File: src/rtl/gpio_cmd_master.sv
// Initiator for the 32-bit GPIO command bus: turns one queued request into a
// timed {opcode, enable, data} sequence and captures the response word(s).
module gpio_cmd_master #(
  parameter int NB_GPIOS      = 32,
  parameter int NB_OPCODE     = 8,
  parameter int NB_DATA       = 23,
  parameter int STROBE_CYCLES = 2,
  parameter int RESP_WAIT     = 2
) (
  input  logic                 clk,
  input  logic                 rst,
  input  logic                 i_cmd_valid,
  output logic                 o_cmd_ready,
  input  logic [NB_OPCODE-1:0] i_cmd_opcode,
  input  logic [NB_DATA-1:0]   i_cmd_data,
  input  logic                 i_cmd_read64,
  output logic [NB_GPIOS-1:0]  o_gpio_out,
  input  logic [NB_GPIOS-1:0]  i_gpio_in,
  output logic                 o_rsp_valid,
  output logic [63:0]          o_rsp_data,
  output logic                 o_busy
);

  // Request handshake: a request transfers on the rising clk edge where
  // i_cmd_valid and o_cmd_ready are both high; o_cmd_ready is high only in IDLE.
  typedef enum logic [2:0] {IDLE, SETUP, STROBE, WAIT, CAPTURE, DONE} state_t;

  localparam logic [7:0] S_LOAD = 8'(STROBE_CYCLES - 1);
  localparam logic [7:0] W_LOAD = (RESP_WAIT > 0) ? 8'(RESP_WAIT - 1) : 8'd0;

  state_t               state_q, state_d;
  logic [7:0]           cnt_q, cnt_d;
  logic [NB_OPCODE-1:0] op_q, op_d;
  logic [NB_DATA-1:0]   data_q, data_d;
  logic                 rd64_q, rd64_d;
  logic                 phase_q, phase_d;
  logic [63:0]          rsp_q, rsp_d;
  logic                 rsp_valid_q, rsp_valid_d;
  logic [NB_GPIOS-1:0]  gpio_q, gpio_d;
  logic [NB_DATA-1:0]   addr_d;

  always_comb begin
    state_d = state_q;
    cnt_d   = cnt_q;
    op_d    = op_q;
    data_d  = data_q;
    rd64_d  = rd64_q;
    phase_d = phase_q;
    rsp_d   = rsp_q;
    case (state_q)
      IDLE: begin
        if (i_cmd_valid) begin
          op_d    = i_cmd_opcode;
          data_d  = i_cmd_data;
          rd64_d  = i_cmd_read64;
          phase_d = 1'b0;
          state_d = SETUP;
        end
      end
      SETUP: begin
        state_d = STROBE;
        cnt_d   = S_LOAD;
      end
      STROBE: begin
        if (cnt_q == 8'd0) begin
          if (RESP_WAIT == 0) begin
            state_d = CAPTURE;
          end else begin
            state_d = WAIT;
            cnt_d   = W_LOAD;
          end
        end else begin
          cnt_d = cnt_q - 8'd1;
        end
      end
      WAIT: begin
        if (cnt_q == 8'd0) state_d = CAPTURE;
        else               cnt_d   = cnt_q - 8'd1;
      end
      CAPTURE: begin
        if (!rd64_q) begin
          rsp_d   = {32'b0, i_gpio_in};
          state_d = DONE;
        end else if (!phase_q) begin
          // Low counter word captured; go back for the high word.
          rsp_d   = {32'b0, i_gpio_in};
          phase_d = 1'b1;
          state_d = SETUP;
        end else begin
          rsp_d[63:32] = i_gpio_in;
          state_d      = DONE;
        end
      end
      DONE:    state_d = IDLE;
      default: state_d = IDLE;
    endcase
  end

  // Output word is derived from the next state so the bus changes on the edge
  // that enters each state; read64 phase selects the counter half via data[0].
  always_comb begin
    addr_d = rd64_d ? {data_d[NB_DATA-1:1], phase_d} : data_d;
    case (state_d)
      SETUP, WAIT, CAPTURE: gpio_d = {op_d, 1'b0, addr_d};
      STROBE:               gpio_d = {op_d, 1'b1, addr_d};
      default:              gpio_d = '0;
    endcase
    rsp_valid_d = (state_d == DONE);
  end

  always_ff @(posedge clk or posedge rst) begin
    if (rst) begin
      state_q     <= IDLE;
      cnt_q       <= 8'd0;
      op_q        <= '0;
      data_q      <= '0;
      rd64_q      <= 1'b0;
      phase_q     <= 1'b0;
      rsp_q       <= 64'd0;
      rsp_valid_q <= 1'b0;
      gpio_q      <= '0;
    end else begin
      state_q     <= state_d;
      cnt_q       <= cnt_d;
      op_q        <= op_d;
      data_q      <= data_d;
      rd64_q      <= rd64_d;
      phase_q     <= phase_d;
      rsp_q       <= rsp_d;
      rsp_valid_q <= rsp_valid_d;
      gpio_q      <= gpio_d;
    end
  end

  assign o_cmd_ready = (state_q == IDLE) & ~rst;
  assign o_busy      = (state_q != IDLE);
  assign o_gpio_out  = gpio_q;
  assign o_rsp_valid = rsp_valid_q;
  assign o_rsp_data  = rsp_q;

endmodule

File: config.mk
export PLATFORM = sky130hd
export DESIGN_NAME = gpio_cmd_master
export DESIGN_NICKNAME = d
export VERILOG_FILES = /design/src/rtl/gpio_cmd_master.sv
export SDC_FILE = /design/constraint.sdc
export NUM_CORES = 1
export LEC_CHECK = 0
export ABC_AREA = 0
export CORE_MARGIN = 5
export CORE_UTILIZATION = 50
export CTS_BUF_LIST = sky130_fd_sc_hd__clkbuf_4 sky130_fd_sc_hd__clkbuf_8
export CTS_CLUSTER_SIZE = 30
export DETAILED_ROUTE_END_ITERATION = 10
export HOLD_SLACK_MARGIN = 0.08
export PLACE_DENSITY = 0.9
export SLEW_MARGIN = 20
export SYNTH_ARGS = -nofsm -noshare
export SYNTH_HDL_FRONTEND = slang
export SYNTH_SLANG_ARGS = --single-unit
File: constraint.sdc
create_clock -name clk -period 11.24 [get_ports clk]
set_input_delay 3.372 -clock clk [delete_from_list [all_inputs] [get_ports clk]]
set_output_delay 3.372 -clock clk [all_outputs]
set_load 0.01 [all_outputs]
==> summary.txt, run 1 <==
Yosys
  • Largest family of logic cells by synthesized area: multiplexers
  • Yosys warns: 0
  • Sequential-to-total area share from yosys stat: 0.630
  • Post-synthesis register bit count: 141
  • Share of the synthesized area in the top cell type: 0.630
  • XOR/XNOR share of the synthesized area: 0.00156
  • Synth Area in Compound Gates: 0.0487
  • Adder-cell share of the synthesized area: 0.00224
  • Synth area leaders: dfrtp_1 63%, mux2_2 7.4%, mux2_4 7.2%, nand2_1 5.3%, nor2b_1 3.5%
  • Post-Syn Nets: 507
  • Dominant synthesized flop cell: dfrtp_1
  • Ys async rst share: 1.00
  • EDFF count, synth: 0
  • Yosys top cell by area: dfrtp_1
  • Fraction of synthesized area in multiplexers: 0.156
  • Syn Inst Count: 439
  • Fraction of the mapped netlist area in simple logic gates: 0.128
  • Synthesized area: 5600 µm²
  • Synth unique cells: 38
  • Syn Area/Cell: 12.7 µm²

Route
  • DRT antenna net count: 0
  • Initial drt markers: 198
  • Vias per cell: 5.19
  • Avg WL per Cell: 17.8 µm
  • DRC viols: 0
  • Drt pass-1 iters: 4
  • Via count: 3915
  • Wirelength, routed: 13500 µm

Pwr
  • Static Leakage: 0.00336 µW
  • Sw frac: 0.270
  • Peak VDD IR: 0.156 mV
  • Tot Pwr: 1670 µW
  • NetSw: 452 µW
  • Logic pwr share: 0.292
  • PwrDens: 215 nW/µm²
  • Sequential Power Share: 0.433
  • Power share of the clock group: 0.275
  • Internal power: 1220 µW

STA
  • Final number of setup-violating endpoints: 0
  • Minimum clock period: 7930 ps
  • Tightest Pin Transition: 1060 ps
  • Fin worst setup slack: 3310 ps
  • Final hold vios: 0
  • Final Skew: 10.7 ps
  • Setup TNS: 0 ps
  • Period utilization: 0.705
  • Slew Limit Fails: 0
  • RSZ-0062 raised after global routing: false
  • Slew margin rel.: 0.291
  • FMAX: 126 MHz

Global routing
  • Vias in the first global route: 4246
  • Largest net degree at the start of global routing: 87
  • Grt ovf: 0
  • GRT Total Usage: 0.209
  • Global-route wire length before repair: 21400 µm
  • Initial antenna violation count: 0

Clock tree
  • Clk buf depth: 2
  • CTS H-tree depth: 4
  • Postcts setup bufs: 0
  • CTS Buf Count: 17
  • CTS sink count: 141
  • Cts-stage hold buffer count: 0
  • TritonCTS clock tree: built
  • Clock-pin slew on the worst setup and hold paths: 70 ps
  • PostCTS Resize Cnt: 0
  • Clock Tree Root: clkbuf_8
  • Clock Latency Late Sink: 430 ps

Die
  • Die ar.: 13400 µm²
  • Initial core utilization: 0.514
  • Die width: 116 µm
  • FP Rows: 38
  • Core area: 10900 µm²
  • Die Span Y: 116 µm
  • Ports: 166

Cells and area
  • Most frequent cells in the layout: 165 x clkdlybuf4s50_1, 141 x dfrtp_1, 78 x nand2_1
  • Final #Nets: 671
  • Post-layout util: 0.714
  • Area growth syn-to-layout: 38.9%
  • Ant diodes: 0
  • Share of cells above drive strength 1: 0.172
  • Most common cell after layout, fill and taps aside: clkdlybuf4s50_1
  • Post-route cell area: 7770 µm²
  • Fillers: 745

Placement
  • Post-Place Worst Slack: 3310 ps
  • PortBufs: 165
  • Area post-placement: 7310 µm²
  • Routability Congestion: 0.850
  • Hpwl dp: 9490 µm

Run
  • Max-capacitance violation count: 0

Status
  • Status: completed

Worst setup path
  • Crit path required time: 7870 ps
  • CP Capture Type: output pin
  • CP Launch Type: primary input
  • CP arrival: 4550 ps
  • Max Fanout on Critical Path: 2
  • WS Path Type: primary input to output pin

Worst hold path
  • Worst hold-check path type: flop to flop
==> state kept, by name, indices dropped and copies added, names as in the netlist <==
| name | flops |
|---|---|
| state_q | 3 |
| phase_q | 1 |
| rd64_q | 1 |
| o_gpio_out | 32 |
| op_q | 8 |
| o_rsp_valid | 1 |
| o_rsp_data | 64 |
| cnt_q | 8 |
| data_q | 23 |
==> cell type report <==
| type | count | area (µm²) | share of cell area |
|---|---|---|---|
| clock inverters | 11 | 190 | 0.0245 |
| well taps | 140 | 175 | 0.0225 |
| clock buffers | 20 | 269 | 0.0346 |
| flip-flops and latches | 141 | 3530 | 0.454 |
| inverters | 8 | 35.0 | 0.00451 |
| multi-input cells | 266 | 1890 | 0.244 |
| repair buffers | 169 | 1680 | 0.216 |
==> worst max-delay path, stage by stage <==
cell	delay [ps]
clkdlybuf4s50_1	490
nor2_1	140
clkdlybuf4s50_1	550
==> worst paths after layout <==
path	startpoint	end	slack [ps]	cells after the start
worst max-delay path	rst	o_cmd_ready	3310	3
worst min-delay path	o_rsp_data[42]	o_rsp_data[42]	490	2
worst max register to register	rd64_q	o_rsp_data[3]	8750	5
worst min register to register	o_rsp_data[42]	o_rsp_data[42]	490	2
max in group asynchronous	rst	o_rsp_data[38]	6520	3
min in group asynchronous	rst	o_gpio_out[1]	3500	2
==> layer usage <==
layer  GRT usage  wire [µm]  up-vias  share of wire
met5           0          0        -              0
li1            -          -     1798              -
met3      0.0548        741       33          0.055
met4      0.0913        357        0          0.026
met2       0.372       7210      147           0.53
met1       0.237       5170     1937           0.38
==> synthesized netlist by cell type, drive strengths merged, types with 2 or more instances <==
| master | count |
|---|---|
| nand4b | 2 |
| a31oi | 2 |
| nor3 | 4 |
| nand4 | 4 |
| o21ai | 36 |
| nand2 | 79 |
| nor2 | 11 |
| nand3b | 3 |
| mux2 | 65 |
| and2 | 3 |
| nand2b | 3 |
| a21oi | 5 |
| nor3b | 2 |
| buf | 10 |
| inv | 8 |
| mux2i | 4 |
| nor2b | 31 |
| clkbuf | 14 |
| dfrtp | 141 |
==> through the flow <==
stage	cells	hold WS, ps
6_report	755	489
5_1_grt	755	505
4_1_cts	755	490
3_5_place_dp	724	473
3_3_place_gp	724	461
2_1_floorplan	439	464
==> power by group through the flow <==
stage	combinational [µW]	clock [µW]	sequential, µW
after detailed placement	489	0	732
final	488	459	722
after global routing	524	493	738
after global placement	467	0	723
after CTS	494	468	724
after floorplan	246	0	746
==> kinds of logic (layout without fill, tap and decap cells) <==
family,Yosys count,count (layout)
simple gates,145,145
flops,141,141
mux,69,69
compound gates,50,50
buf+inv,32,208
fa+ha+maj,1,1
xor+xnor,1,1
(Power assumes the default switching activity.)
==> run 2, diff against run 1 <==
CORE_UTILIZATION = 44   (was 50)
PLACE_DENSITY = 0.84   (was 0.9)
clock period = 6.95 ns   (was 11.24 ns; I/O delays follow)
==> run 2 against run 1 <==
Clock power rose by 49%. Global-route usage fell by 3.1 points. Core utilization fell by 9.5 points. Final cell count rose by 4.2%. Non-clock buffer count did not move. Worst setup slack got worse by 1700 ps. Clock skew barely moved. Combinational power rose by 61%. Via count fell by 1.7%. Routed wire length fell by 2.3%. Critical path depth did not move. Register-to-register slack got worse by 4300 ps.
==> summary.txt, run 2 (synthesis results as in run 1) <==
Status
  • Status: completed

Route
  • DRC viols: 0
  • Initial drt markers: 259
  • Via count: 3850
  • DRT antenna net count: 0
  • Vias per cell: 4.89
  • Drt pass-1 iters: 6
  • Wirelength, routed: 13200 µm
  • Avg WL per Cell: 16.7 µm

Cells and area
  • Share of cells above drive strength 1: 0.172
  • Fillers: 984
  • Largest register FFs: 64
  • Ant diodes: 0
  • Non-Filler Instances: 787
  • Final #Nets: 671
  • Most common cell after layout, fill and taps aside: clkdlybuf4s50_1
  • Most frequent cells in the layout: 165 x clkdlybuf4s50_1, 141 x dfrtp_1, 78 x nand2_1
  • Area growth syn-to-layout: 38.9%
  • Post-layout util: 0.619

Worst setup path
  • CP Launch Type: primary input
  • CP Capture Type: output pin
  • Slowest CP cell: clkdlybuf4s50_1
  • Crit path cell chain: clkdlybuf4s50_1, nor2_1, clkdlybuf4s50_1
  • WS Path Type: primary input to output pin
  • Crit path required time: 4870 ps
  • Max Fanout on Critical Path: 2
  • Buffers and inverters on the worst path: 2
  • CP arrival: 3240 ps
  • Most frequent CP cell: clkdlybuf4s50_1
  • Worst path max stage delay: 540 ps
  • Crit-path leading delay family: buffers and inverters

Pwr
  • Static Leakage: 0.00335 µW
  • PwrDens: 339 nW/µm²
  • Peak VDD IR: 0.190 mV

Global routing
  • Met3 Use GR: 0.0571
  • Global-route wire length before repair: 20400 µm
  • GRT Total Usage: 0.178
  • Global Route met1 Usage: 0.196
  • Vias in the first global route: 4092
  • GR peak layer: met2
  • Grt ovf: 0
  • M2 GR Usage: 0.307
  • Largest net degree at the start of global routing: 89
  • Initial antenna violation count: 0

Clock tree
  • TritonCTS clock tree: built
  • Postcts setup bufs: 0
  • CTS sink count: 141
  • Clock Latency Late Sink: 440 ps
  • Clock-pin slew on the worst setup and hold paths: 70 ps
  • PostCTS Resize Cnt: 0
  • CTS Buf Count: 17
  • Cts-stage hold buffer count: 0
  • Clk buf depth: 2
  • Clock Tree Root: clkbuf_8
  • CTS H-tree depth: 4

Placement
  • Post-Place Worst Slack: 1620 ps
  • Hpwl dp: 9450 µm
  • PortBufs: 165
  • Routability Congestion: 0.754
  • Placed cell count: 756

STA
  • Minimum clock period: 5320 ps
  • Final Skew: 10.9 ps
  • FMAX: 188 MHz
  • Setup TNS: 0 ps
  • Slew Limit Fails: 0
  • Period utilization: 0.766
  • Final number of setup-violating endpoints: 0
  • RSZ-0062 raised after global routing: false
  • Slew margin rel.: 0.288
  • Final hold vios: 0
  • Fin worst setup slack: 1630 ps
  • Tightest Pin Transition: 1070 ps

Die
  • Ports: 166
  • Initial core utilization: 0.445
  • Die ar.: 15100 µm²
  • Die Span Y: 123 µm
  • Core area: 12600 µm²
  • FP Rows: 41
  • Die width: 123 µm

Worst hold path
  • Worst hold-check path type: flop to flop

Run
  • Max-capacitance violation count: 0
## run 2: routing by layer
layer	routed length, µm	share of wire
met2	6940	0.53
met5	0	0
met1	5060	0.38
met4	353	0.027
met3	807	0.061
## run 2: layout make-up
| type | count | area (µm²) | share of cell area |
|---|---|---|---|
| sequential | 141 | 3530 | 0.454 |
| tap | 172 | 215 | 0.0277 |
| clock buffer | 24 | 312 | 0.0401 |
| inverter | 8 | 35.0 | 0.00451 |
| clock inverter | 7 | 110 | 0.0142 |
| timing repair buffer | 169 | 1680 | 0.216 |
| multi-input combinational | 266 | 1890 | 0.243 |
## run 2: final timing paths
check | endpoint | slack, ps | cells after the start | from
setup / recovery | o_cmd_ready | 1630 | 3 | rst
hold / removal | o_rsp_data[38] | 480 | 2 | o_rsp_data[38]
setup reg to reg | o_gpio_out[31] | 4500 | 4 | state_q[2]
hold reg to reg | o_rsp_data[38] | 480 | 2 | o_rsp_data[38]
max in group asynchronous | o_rsp_data[59] | 3630 | 3 | rst
min in group asynchronous | data_q[16] | 2160 | 2 | rst
## run 2: worst reg2reg max path, cell delays in order (launching register included)
cell	delay, ps
dfrtp_1	550
nor3_2	300
and2_2	900
mux2_2	450
nor2b_1	130
## run 2: report_power, final
| group | switching [µW] | internal [µW] | total [µW] |
|---|---|---|---|
| clock | 284 | 401 | 685 |
| sequential | 117 | 1050 | 1170 |
| combinational | 314 | 471 | 785 |
## run 2: metrics by stage
step | hold WS [ps] | power [µW] | area, µm²
floorplan | 464 | 1600 | 5600
global placement | 463 | 1920 | 7350
detailed placement | 470 | 1970 | 7350
CTS | 486 | 2670 | 7770
global route | 501 | 2780 | 7770
finish | 480 | 2640 | 7770
